### src/rtl/child_sched_pkg.sv
// Shared types and constants for the child slot scheduler.
// Also used by other root-level arbiters built on rr_pick.
package child_sched_pkg;

    typedef enum logic {
        S_IDLE,
        S_OWN
    } sched_state_e;

    localparam int ID_W = 3;
    localparam logic [7:0] ERR_MAX = 8'hFF;

endpackage

### src/rtl/child_slot_scheduler_rr_pick.sv
// Combinational round-robin pick: the first set request at or after ptr,
// wrapping from N-1 back to 0.
module rr_pick
    import child_sched_pkg::*;
#(
    parameter int N = 5
) (
    input  logic [N-1:0]    req,
    input  logic [ID_W-1:0] ptr,
    output logic            valid,
    output logic [ID_W-1:0] idx
);

    localparam int IW = (N > 1) ? $clog2(N) : 1;

    logic [N-1:0]  rot;
    logic [ID_W:0] raw_d;
    logic [ID_W:0] wrap_d;

    // Rotate so that bit 0 of rot is the requester at ptr.
    assign rot = N'({req, req} >> ptr);

    always_comb begin
        valid = 1'b0;
        raw_d = '0;
        for (int k = N - 1; k >= 0; k--) begin
            if (rot[k[IW-1:0]]) begin
                valid = 1'b1;
                raw_d = {1'b0, ptr} + (ID_W + 1)'(k);
            end
        end
        wrap_d = raw_d;
        if (raw_d >= (ID_W + 1)'(N)) begin
            wrap_d = raw_d - (ID_W + 1)'(N);
        end
    end

    assign idx = wrap_d[ID_W-1:0];

endmodule

### src/rtl/child_slot_scheduler.sv
// Round-robin owner of one exclusive slot shared by the child instances,
// with a per-grant watchdog that reclaims the slot from a stuck owner.
module child_slot_scheduler
    import child_sched_pkg::*;
#(
    parameter int N_CHILD = 5,
    parameter int TIMEOUT = 200
) (
    input  logic               clk,
    input  logic               rst_n,
    input  logic [N_CHILD-1:0] req,
    input  logic [N_CHILD-1:0] done,
    output logic [N_CHILD-1:0] grant,
    output logic               busy,
    output logic [ID_W-1:0]    owner_id,
    output logic               timeout_err,
    output logic [7:0]         err_count
);

    sched_state_e       state_q, state_d;
    logic [N_CHILD-1:0] grant_q, grant_d;
    logic               busy_q, busy_d;
    logic [ID_W-1:0]    owner_q, owner_d;
    logic [ID_W-1:0]    ptr_q, ptr_d;
    logic [7:0]         hcnt_q, hcnt_d;
    logic               terr_q, terr_d;
    logic [7:0]         errc_q, errc_d;

    logic               pick_valid;
    logic [ID_W-1:0]    pick_idx;
    logic               own_done;
    logic               hold_expired;
    logic [ID_W-1:0]    ptr_next;

    rr_pick #(
        .N(N_CHILD)
    ) u_pick (
        .req  (req),
        .ptr  (ptr_q),
        .valid(pick_valid),
        .idx  (pick_idx)
    );

    // grant_q is one-hot on the owner while held, so this masks foreign done bits.
    assign own_done     = |(done & grant_q);
    assign hold_expired = (hcnt_q == 8'(TIMEOUT - 1));
    assign ptr_next     = (owner_q == ID_W'(N_CHILD - 1)) ? '0 : owner_q + 1'b1;

    always_comb begin
        state_d = state_q;
        grant_d = grant_q;
        busy_d  = busy_q;
        owner_d = owner_q;
        ptr_d   = ptr_q;
        hcnt_d  = hcnt_q;
        terr_d  = 1'b0;
        errc_d  = errc_q;
        unique case (state_q)
            S_IDLE: begin
                if (pick_valid) begin
                    state_d = S_OWN;
                    grant_d = N_CHILD'(1) << pick_idx;
                    busy_d  = 1'b1;
                    owner_d = pick_idx;
                    hcnt_d  = '0;
                end
            end
            S_OWN: begin
                hcnt_d = hcnt_q + 8'd1;
                if (own_done || hold_expired) begin
                    state_d = S_IDLE;
                    grant_d = '0;
                    busy_d  = 1'b0;
                    ptr_d   = ptr_next;
                    // A done arriving on the last allowed cycle still counts as success.
                    if (!own_done) begin
                        terr_d = 1'b1;
                        if (errc_q != ERR_MAX) begin
                            errc_d = errc_q + 8'd1;
                        end
                    end
                end
            end
            default: state_d = S_IDLE;
        endcase
    end

    always_ff @(posedge clk) begin
        if (!rst_n) begin
            state_q <= S_IDLE;
            grant_q <= '0;
            busy_q  <= 1'b0;
            owner_q <= '0;
            ptr_q   <= '0;
            hcnt_q  <= '0;
            terr_q  <= 1'b0;
            errc_q  <= '0;
        end else begin
            state_q <= state_d;
            grant_q <= grant_d;
            busy_q  <= busy_d;
            owner_q <= owner_d;
            ptr_q   <= ptr_d;
            hcnt_q  <= hcnt_d;
            terr_q  <= terr_d;
            errc_q  <= errc_d;
        end
    end

    assign grant       = grant_q;
    assign busy        = busy_q;
    assign owner_id    = owner_q;
    assign timeout_err = terr_q;
    assign err_count   = errc_q;

endmodule

### config.mk
export PLATFORM = sky130hd
export DESIGN_NAME = child_slot_scheduler
export DESIGN_NICKNAME = d
export VERILOG_FILES = /design/src/rtl/child_sched_pkg.sv /design/src/rtl/child_slot_scheduler_rr_pick.sv /design/src/rtl/child_slot_scheduler.sv
export SDC_FILE = /design/constraint.sdc
export NUM_CORES = 1
export LEC_CHECK = 0
export CORE_MARGIN = 5
export CORE_UTILIZATION = 35
export DETAILED_ROUTE_END_ITERATION = 16
export REMOVE_ABC_BUFFERS = 1
export SYNTH_ARGS = -nofsm -noshare
export SYNTH_HDL_FRONTEND = slang
export SYNTH_HIERARCHICAL = 1
export SYNTH_SLANG_ARGS = --single-unit
export TNS_END_PERCENT = 10
### constraint.sdc
create_clock -name clk -period 5.5 [get_ports clk]
set_input_delay 0.55 -clock clk [delete_from_list [all_inputs] [get_ports clk]]
set_output_delay 0.55 -clock clk [all_outputs]
set_load 0.02 [all_outputs]
* After elaboration in Yosys (flattened, before gate mapping)
Cells that the tools add are included. Widths: inputs -> output; s select.
Operators by class: add/subtract/negate cells 8, magnitude comparators 1, equal/unequal tests 5, shift operators 2, muxes and demuxes 24, bitwise operators 3, reductions and logical operators 7
Operators by type and width (count):
- $mux 4 | 5
- $add 8x1->8 const B | 2
- $pmux 8 s2 | 1
- $mux 1 | 10
- $mux 5 | 2
- $pmux 5 s2 | 1
- $shr 10x3->5 | 1
- $add 3x2->4 const B | 2
- $eq 8x8->1 const B | 1
- $mux 8 | 1
- $ne 8x8->1 const B | 1
- $mux 3 | 2
- $reduce_and 2->1 | 3
- $and 5x5->5 | 1
- $reduce_or 5->1 | 1
- $shl 1x3->5 const A | 1
- $add 3x1->4 const B | 1
- $add 3x3->4 const B | 1
- $ge 4x3->1 const B | 1
- $pmux 1 s2 | 2
- $reduce_and 4->1 | 1
- $add 3x1->3 const B | 1
- $eq 3x3->1 const B | 1
- $reduce_and 3->1 | 1
- other kinds (5) | 6
Word-level totals: flip-flop bits (word level) 30, bits of input ports 12, output and inout bits 18, logic and storage cells 58

* Depth between registers and ports, before layout
Gate-level depths: netlist of run 1.
depth in word-level cells 11, depth in mapped cells 16

* Cells and area by module
Netlist of run 1, hierarchy kept.
By module, submodules not included:
- child_slot_scheduler | times used 1, cells an instance 169, area an instance 1476.4 um2
- rr_pick | times used 1, cells an instance 74, area an instance 570.5 um2

* Worst setup path after synthesis of run 1
No wires, ideal clock.
path kind flip-flop to flip-flop, start point register ptr_q[1], end point register grant_q[1], in the netlist grant[1], data arrival time 3244 ps, required time 5414 ps, path slack 2171 ps, stages on the path, launching flop included 14, buffers on the path 1, period minus slack after synthesis 3329 ps, path through dfxtp_1 > buf_6 > mux2i_4 > or3b_1 > and2_4 > o311a_1 > o32a_1 > ha_1 > nor2b_1 > o21ba_2 > xor2_1 > nor2b_1 > a21boi_0 > a211oi_1
On the way: word-level cells in the longest chain between the ends 11
Ends and longest elaborated chain:
- start: declaration | RTL line child_slot_scheduler.sv:24 | logic [ID_W-1:0] ptr_q, ptr_d;
- start signal: assignment | RTL line child_slot_scheduler.sv:103 | ptr_q <= ptr_d;
- $add 3x3->4 or $shr 10x3->5 (tied branches) | RTL line child_slot_scheduler_rr_pick.sv:29, child_slot_scheduler_rr_pick.sv:21
- $mux 4 (4 in series) | RTL line child_slot_scheduler_rr_pick.sv:27 | if (rot[k[IW-1:0]]) begin
- $mux 4 * | RTL line child_slot_scheduler_rr_pick.sv:27
- $ge 4x3->1 or $sub 3x3->3 (tied branches) | RTL line child_slot_scheduler_rr_pick.sv:33, child_slot_scheduler_rr_pick.sv:34
- $mux 3 * | RTL line child_slot_scheduler_rr_pick.sv:33 | if (raw_d >= (ID_W + 1)'(N)) begin
- named net pick_idx[0] | RTL line child_slot_scheduler.sv:30 | logic [ID_W-1:0] pick_idx;
- $shl 1x3->5 * | RTL line child_slot_scheduler.sv:62 | grant_d = N_CHILD'(1) << pick_idx;
- $mux 5 * | RTL line child_slot_scheduler.sv:60 | if (pick_valid) begin
- $pmux 5 s2 * | RTL line child_slot_scheduler.sv:58 | unique case (state_q)
- end signal: assignment | RTL line child_slot_scheduler.sv:100 | grant_q <= grant_d;
- end: declaration | RTL line child_slot_scheduler.sv:21 | logic [N_CHILD-1:0] grant_q, grant_d;
Mark *: on every way through the listed nets, which the timed path passes. The rest lies on a longest branch. The select of a mux whose other input is x is not followed. A chain may end at the register's enable or synchronous reset.

* Final worst setup path of run 1
start point register ptr_q[1], end point register grant_q[4], in the netlist grant[4]
The elaborated chain is that of the path after synthesis.

==> impl_metrics.env, run 1 <==
export IMPL_outcome="completed"
export IMPL_area_delta_synth_final_pct=19.3
export IMPL_endpoint_kind="flop"
export IMPL_critPathKind="flop to flop"
export IMPL_avgSynthCellArea_um2=8.42
export IMPL_final_max_slew_viol_count=0
export IMPL_io_pins=30
export IMPL_wl_met3_um=266
export IMPL_grt_max_degree=23
export IMPL_drc_errors=0
export IMPL_cts_hold_buf=0
export IMPL_cts_reportedPaths_clkPinSlew_ns=0.07
export IMPL_dp_hpwl_um=3370
export IMPL_worst_pin_slew_ns=0.747
export IMPL_cts_tree="yes"
export IMPL_path_max_fanout=11
export IMPL_finalWeightedCongestion=0.779
export IMPL_critPathSlowestCell="dfxtp_1"
export IMPL_start_util=0.365
export IMPL_finalWirelength_um=4740
export IMPL_nNetsFinal=289
export IMPL_ys_flop_type="dfxtp_1"
export IMPL_drtAntennaViolNets=0
export IMPL_dr_pass1_iters=4
export IMPL_cap_violations=0
export IMPL_crit_arrival_ns=3.97
export IMPL_vias=1871
export IMPL_r2r_start="ptr_q[1]$_SDFFE_PN0P_"
export IMPL_die_h_um=86.5
export IMPL_core_um2=5610
export IMPL_root_buffer="clkbuf_8"
export IMPL_grt_pass1_wl_um=8130
export IMPL_drt_met1_wl_um=2250
export IMPL_drive_above_1_share=0.0714
export IMPL_track_usage=0.131
export IMPL_netlist_instances=243
export IMPL_fmax_ghz=0.261
export IMPL_ir_worst_vdd_mv=0.107
export IMPL_post_cts_setup_buffers=0
export IMPL_start_kind="flop"
export IMPL_die_area_um2=7480
export IMPL_synth_seq_cells=30
export IMPL_setup_viol=0
export IMPL_clock_skew_ns=0.00656
export IMPL_ys_seq_area_frac=0.293
export IMPL_syn_cell_area_um2=2050
export IMPL_async_flop_share=0
export IMPL_relSlewSlack=0.502
export IMPL_port_buffers=29
export IMPL_rsz0062_at_grt="false"
export IMPL_cp_buffers_inverters=0
export IMPL_clkLatencyLatePin_ns=0.28
export IMPL_timing_final_crit_share=0.698
export IMPL_fin_total_pwr_w=0.000616
export IMPL_yosys_warnings=6
export IMPL_wl_per_cell_um=14.0
export IMPL_cpPeakStageDelay_ns=0.66
export IMPL_r2r_slack_ns=1.66
export IMPL_cts_max_level=2
export IMPL_post_place_ws_ns=1.37
export IMPL_cts_buffers=5
export IMPL_cts_resized=0
export IMPL_leakage_nw=0.911
export IMPL_met2WireLength_um=2190
export IMPL_grt_pass1_vias=1751
export IMPL_synth_edff_count=0
export IMPL_antenna_found_initial=0
export IMPL_cts_path_max_buffers=2
export IMPL_crit_chain="mux2i_4, or3b_1, and2_4, o311a_1, o32a_1, ha_1, nor2b_1, o21ba_2, mux2i_1, nor2_1, a31oi_1, a311oi_1"
export IMPL_hold_viol=0
export IMPL_final_cells=338
export IMPL_hold_path_class="flop to flop"
export IMPL_top_layer="met4"
export IMPL_min_period_ns=3.84
export IMPL_finalWorstSetupSlack_ns=1.66
export IMPL_fp_dieW_um=86.5
export IMPL_drtIter0Drc=120
export IMPL_min_from="err_count[5]$_SDFFE_PN0P_"
export IMPL_cts_sinks=30
export IMPL_required_ns=5.63
export IMPL_crit_start="ptr_q[1]$_SDFFE_PN0P_"
export IMPL_place_inst=332
export IMPL_diodes=0
export IMPL_via_per_inst=5.54
export IMPL_fin_setup_tns_ns=0
export IMPL_cp_top_family="compound AO/OA/AOI/OAI gates"
export IMPL_rows=27
export IMPL_yosysUniqueCellTypes=57
export IMPL_grt_ovfl_total=0
export IMPL_power_density_nw_per_um2=252
area by class of cell:
class,count,area [um2]
Inverter,11,41.3
Tap cell,72,90.1
Multi-Input combinational cell,190,1340
Timing Repair Buffer,29,290
Sequential cell,30,601
Fill cell,582,3170
Clock buffer,6,82.6
power breakdown:
group	leakage (nW)	internal [W]	total (W)	switching, W
combinational	0.625	0.0000815	0.000193	0.000111
clock	0.0431	0.0000964	0.000177	0.0000807
sequential	0.243	0.000229	0.000246	0.0000167
tightest hold or removal path, cell delays in order (launching register included):
cell,delay (ns)
dfxtp_1,0.33
nand2_1,0.06
mux2i_1,0.05
synthesized netlist by cell type (all sizes together) (2+ instances only):
cell | number | area share
nand2 | 31 | 0.057
dfxtp | 30 | 0.29
a21oi | 22 | 0.056
mux2i | 12 | 0.065
inv | 11 | 0.020
ha | 10 | 0.061
nand3 | 9 | 0.022
o21ai | 9 | 0.022
a21o | 6 | 0.022
buf | 6 | 0.022
clkbuf | 6 | 0.011
nor2b | 6 | 0.018
nand4 | 5 | 0.015
nor2 | 5 | 0.0092
or4 | 5 | 0.018
a311oi | 4 | 0.017
and3 | 4 | 0.012
nor3b | 4 | 0.017
o31ai | 4 | 0.015
or3 | 4 | 0.012
a22oi | 3 | 0.011
a31oi | 3 | 0.0092
nand2b | 3 | 0.0092
nor3 | 3 | 0.0073
or2 | 3 | 0.0092
xor2 | 3 | 0.013
a211o | 2 | 0.0086
a21boi | 2 | 0.0073
a32oi | 2 | 0.0086
and2 | 2 | 0.0073
and4 | 2 | 0.0086
mux2 | 2 | 0.011
nor4 | 2 | 0.012
o211ai | 2 | 0.0073
o21a | 2 | 0.0073
final timing paths:
kind                               endpoint  cells past startpoint
setup / recovery      grant[4]$_SDFFE_PN0P_                     12
hold / removal    err_count[5]$_SDFFE_PN0P_                      2
setup reg to reg      grant[4]$_SDFFE_PN0P_                     12
hold reg to reg   err_count[5]$_SDFFE_PN0P_                      2
per-layer routing:
metal	track usage	up-vias
li1	-	957
met1	0.170	875
met2	0.209	37
met3	0.0437	2
met4	0.0326	0
met5	0	-
cells in the final DEF (no fill, tap or decap), types with 2 or more instances in the layout:
master            n
nand2_1          31
dfxtp_1          30
clkdlybuf4s50_1  29
a21oi_1          21
inv_1            11
mux2i_1          11
ha_1             10
nand3_1           9
o21ai_0           8
a21o_1            6
nor2b_1           6
clkbuf_8          6
nand4_1           5
or4_1             5
nor2_1            5
and3_1            4
a311oi_1          4
or3_1             4
o31ai_1           4
a22oi_1           3
or2_2             3
a31oi_1           3
nor3b_1           3
nor3_1            3
nand2b_1          3
xor2_1            3
and4_1            2
o211ai_1          2
a211o_1           2
nor4_2            2
a21boi_0          2
o21a_1            2
a32oi_1           2
metrics by stage:
stage	instance area, um2	utilization	hold slack (ns)
6_report	2440	0.436	0.486
5_1_grt	2440	0.436	0.510
4_1_cts	2440	0.436	0.492
3_5_place_dp	2360	0.421	0.477
3_3_place_gp	2360	0.421	0.483
2_1_floorplan	1980	-	0.495
flip-flops by register name, indices dropped and copies added, names as in the netlist:
signal,flops
state_q,1
hcnt_q,8
grant,5
timeout_err,1
busy,1
owner_id,3
err_count,8
ptr_q,3
cells by family (layout without fill, tap and decap cells):
family          count (synthesis)  in the layout  share of synthesized area
simple gates                   92             92                      0.260
compound gates                 70             70                      0.232
flops                          30             30                      0.293
buf+inv                        23             46                     0.0532
mux                            15             15                     0.0868
fa+ha+maj                      10             10                     0.0611
xor+xnor                        3              3                     0.0128
(Power assumes the default switching activity.)
==> inputs of run 2 (changes only) <==
Clock period 5.5 ns to 3.7 ns, I/O delays scaled along.
==> impl_metrics.env, run 2 (same netlist as run 1, synthesis figures left out) <==
export IMPL_outcome="completed"
export IMPL_cts_sinks=30
export IMPL_final_cell_mix="31 x nand2_1, 30 x dfxtp_1, 29 x clkdlybuf4s50_1, 21 x a21oi_1, 19 x buf_4"
export IMPL_cap_violations=0
export IMPL_core_um2=5610
export IMPL_die_area_um2=7480
export IMPL_timing_final_crit_share=0.939
export IMPL_critPathKind="primary input to flop"
export IMPL_port_buffers=29
export IMPL_hold_viol=0
export IMPL_via_per_inst=5.46
export IMPL_grt_pass1_wl_um=8510
export IMPL_fin_total_pwr_w=0.00104
export IMPL_seqPwrFrac=0.347
export IMPL_crit_chain="clkdlybuf4s50_1, mux2i_4, or3b_1, and2_4, o311a_1, o32a_1, ha_1, nor2b_1, o21ba_2, mux2i_1, buf_4, nor2_1, nand3_1, a311oi_1"
export IMPL_cp_top_family="compound AO/OA/AOI/OAI gates"
export IMPL_area_delta_synth_final_pct=27.9
export IMPL_start_kind="primary input"
export IMPL_leakage_nw=1.02
export IMPL_fmax_ghz=0.288
export IMPL_critPathSlowestCell="clkdlybuf4s50_1"
export IMPL_cp_buffers_inverters=2
export IMPL_dp_hpwl_um=3760
export IMPL_rsz0062_at_grt="false"
export IMPL_antenna_found_initial=0
export IMPL_diodes=0
export IMPL_cts_path_max_buffers=2
export IMPL_track_usage=0.139
export IMPL_setup_viol=0
export IMPL_nNetsFinal=308
export IMPL_min_period_ns=3.48
export IMPL_multi_input_area_um2=1340
export IMPL_cpPeakStageDelay_ns=0.49
export IMPL_drc_errors=0
export IMPL_cts_reportedPaths_clkPinSlew_ns=0.07
export IMPL_final_common_cell="nand2_1"
export IMPL_hold_slack_ns=0.480
export IMPL_io_pins=30
export IMPL_power_density_nw_per_um2=397
export IMPL_relSlewSlack=0.518
export IMPL_ir_worst_vdd_mv=0.136
export IMPL_path_max_fanout=6
export IMPL_power_frac_clock=0.325
export IMPL_finalWeightedCongestion=0.878
export IMPL_grt_max_degree=23
export IMPL_grt_ovfl_total=0
export IMPL_fin_util=0.467
export IMPL_grt_pass1_vias=1800
export IMPL_post_cts_setup_buffers=0
export IMPL_cts_tree="yes"
export IMPL_required_ns=3.89
export IMPL_vias=1953
export IMPL_drtIter0Drc=86
export IMPL_rows=27
export IMPL_clkLatencyLatePin_ns=0.28
export IMPL_clock_skew_ns=0.00882
export IMPL_hold_path_class="flop to flop"
export IMPL_die_h_um=86.5
export IMPL_root_buffer="clkbuf_8"
export IMPL_crit_arrival_ns=3.67
export IMPL_regArea_um2=601
export IMPL_start_util=0.365
export IMPL_wl_per_cell_um=13.9
export IMPL_final_max_slew_viol_count=0
export IMPL_intPower_w=0.000717
export IMPL_endpoint_kind="flop"
export IMPL_combPwrFrac=0.328
export IMPL_cts_buffers=5
export IMPL_drive_above_1_share=0.140
export IMPL_fillers=595
export IMPL_switching_share=0.311
export IMPL_finalWirelength_um=4970
export IMPL_p_sw_w=0.000323
export IMPL_dr_pass1_iters=4
export IMPL_drtAntennaViolNets=0
export IMPL_cts_max_level=2
export IMPL_worst_pin_slew_ns=0.723
export IMPL_fp_dieW_um=86.5
## run 2: changes by cell type in the layout (fill, tap and decap cells not counted), sizes merged
cell | previous run | this run
bufinv | 0 | 1
buf | 0 | 19
## run 2: timing repair
action	4_1_cts	5_1_grt
endpoints found under the setup margin	0	1
gates resized for setup	0	1
hold endpoints to repair	0	0
hold buffers	0	0
## run 2: power by group through the flow
stage / combinational [W] / sequential (W) / clock, W
floorplan: 0.000185 / 0.000383 / 0
global placement: 0.000337 / 0.000369 / 0
detailed placement: 0.000341 / 0.000368 / 0
CTS: 0.000343 / 0.000361 / 0.000347
global route: 0.000381 / 0.000365 / 0.000362
finish: 0.000341 / 0.000361 / 0.000338
## run 2: final cells by class
cell class | count | area share
timing repair buffer | 48 | 0.165
inverter | 11 | 0.0158
tap | 72 | 0.0344
multi-input combinational | 190 | 0.512
sequential | 30 | 0.229
clock buffer | 6 | 0.0315
clock inverter | 1 | 0.0115
## run 2: path summary, 6_finish.rpt
kind | slack (ns) | endpoint | from | depth (start not counted)
setup reg to reg | 0.24 | grant[4]$_SDFFE_PN0P_ | ptr_q[1]$_SDFFE_PN0P_ | 14
hold reg to reg | 0.48 | err_count[5]$_SDFFE_PN0P_ | err_count[5]$_SDFFE_PN0P_ | 2
setup / recovery | 0.22 | grant[4]$_SDFFE_PN0P_ | req[4] | 14
hold / removal | 0.48 | err_count[5]$_SDFFE_PN0P_ | err_count[5]$_SDFFE_PN0P_ | 2
## run 2: per-layer routing
metal	GRT usage	share of wire	vias to the layer above
met2	0.220	0.47	31
li1	-	-	992
met5	0	0	-
met3	0.0342	0.038	6
met4	0.0382	0.012	0
met1	0.186	0.48	924
## run 2: through the flow
stage                     instances  setup TNS (ns)  instance area (um2)  setup slack (ns)
after detailed placement        351         -0.0713                 2500           -0.0670
after floorplan                 231               0                 1980             0.239
after CTS                       358               0                 2620             0.219
after global placement          351               0                 2500            0.0276
final                           358               0                 2620             0.225
after global routing            358               0                 2620            0.0375
## run 2: worst register-to-register path, cell delays in order (launching register included)
cell and delay, ns:
dfxtp_1 0.42, buf_4 0.19, mux2i_2 0.32, a22oi_1 0.17
and2_4 0.19, o311a_1 0.28, o32a_1 0.37, ha_1 0.22
nor2b_1 0.13, o21ba_2 0.21, mux2i_1 0.12, buf_4 0.16
nor2_1 0.20, nand3_1 0.11, a311oi_1 0.26
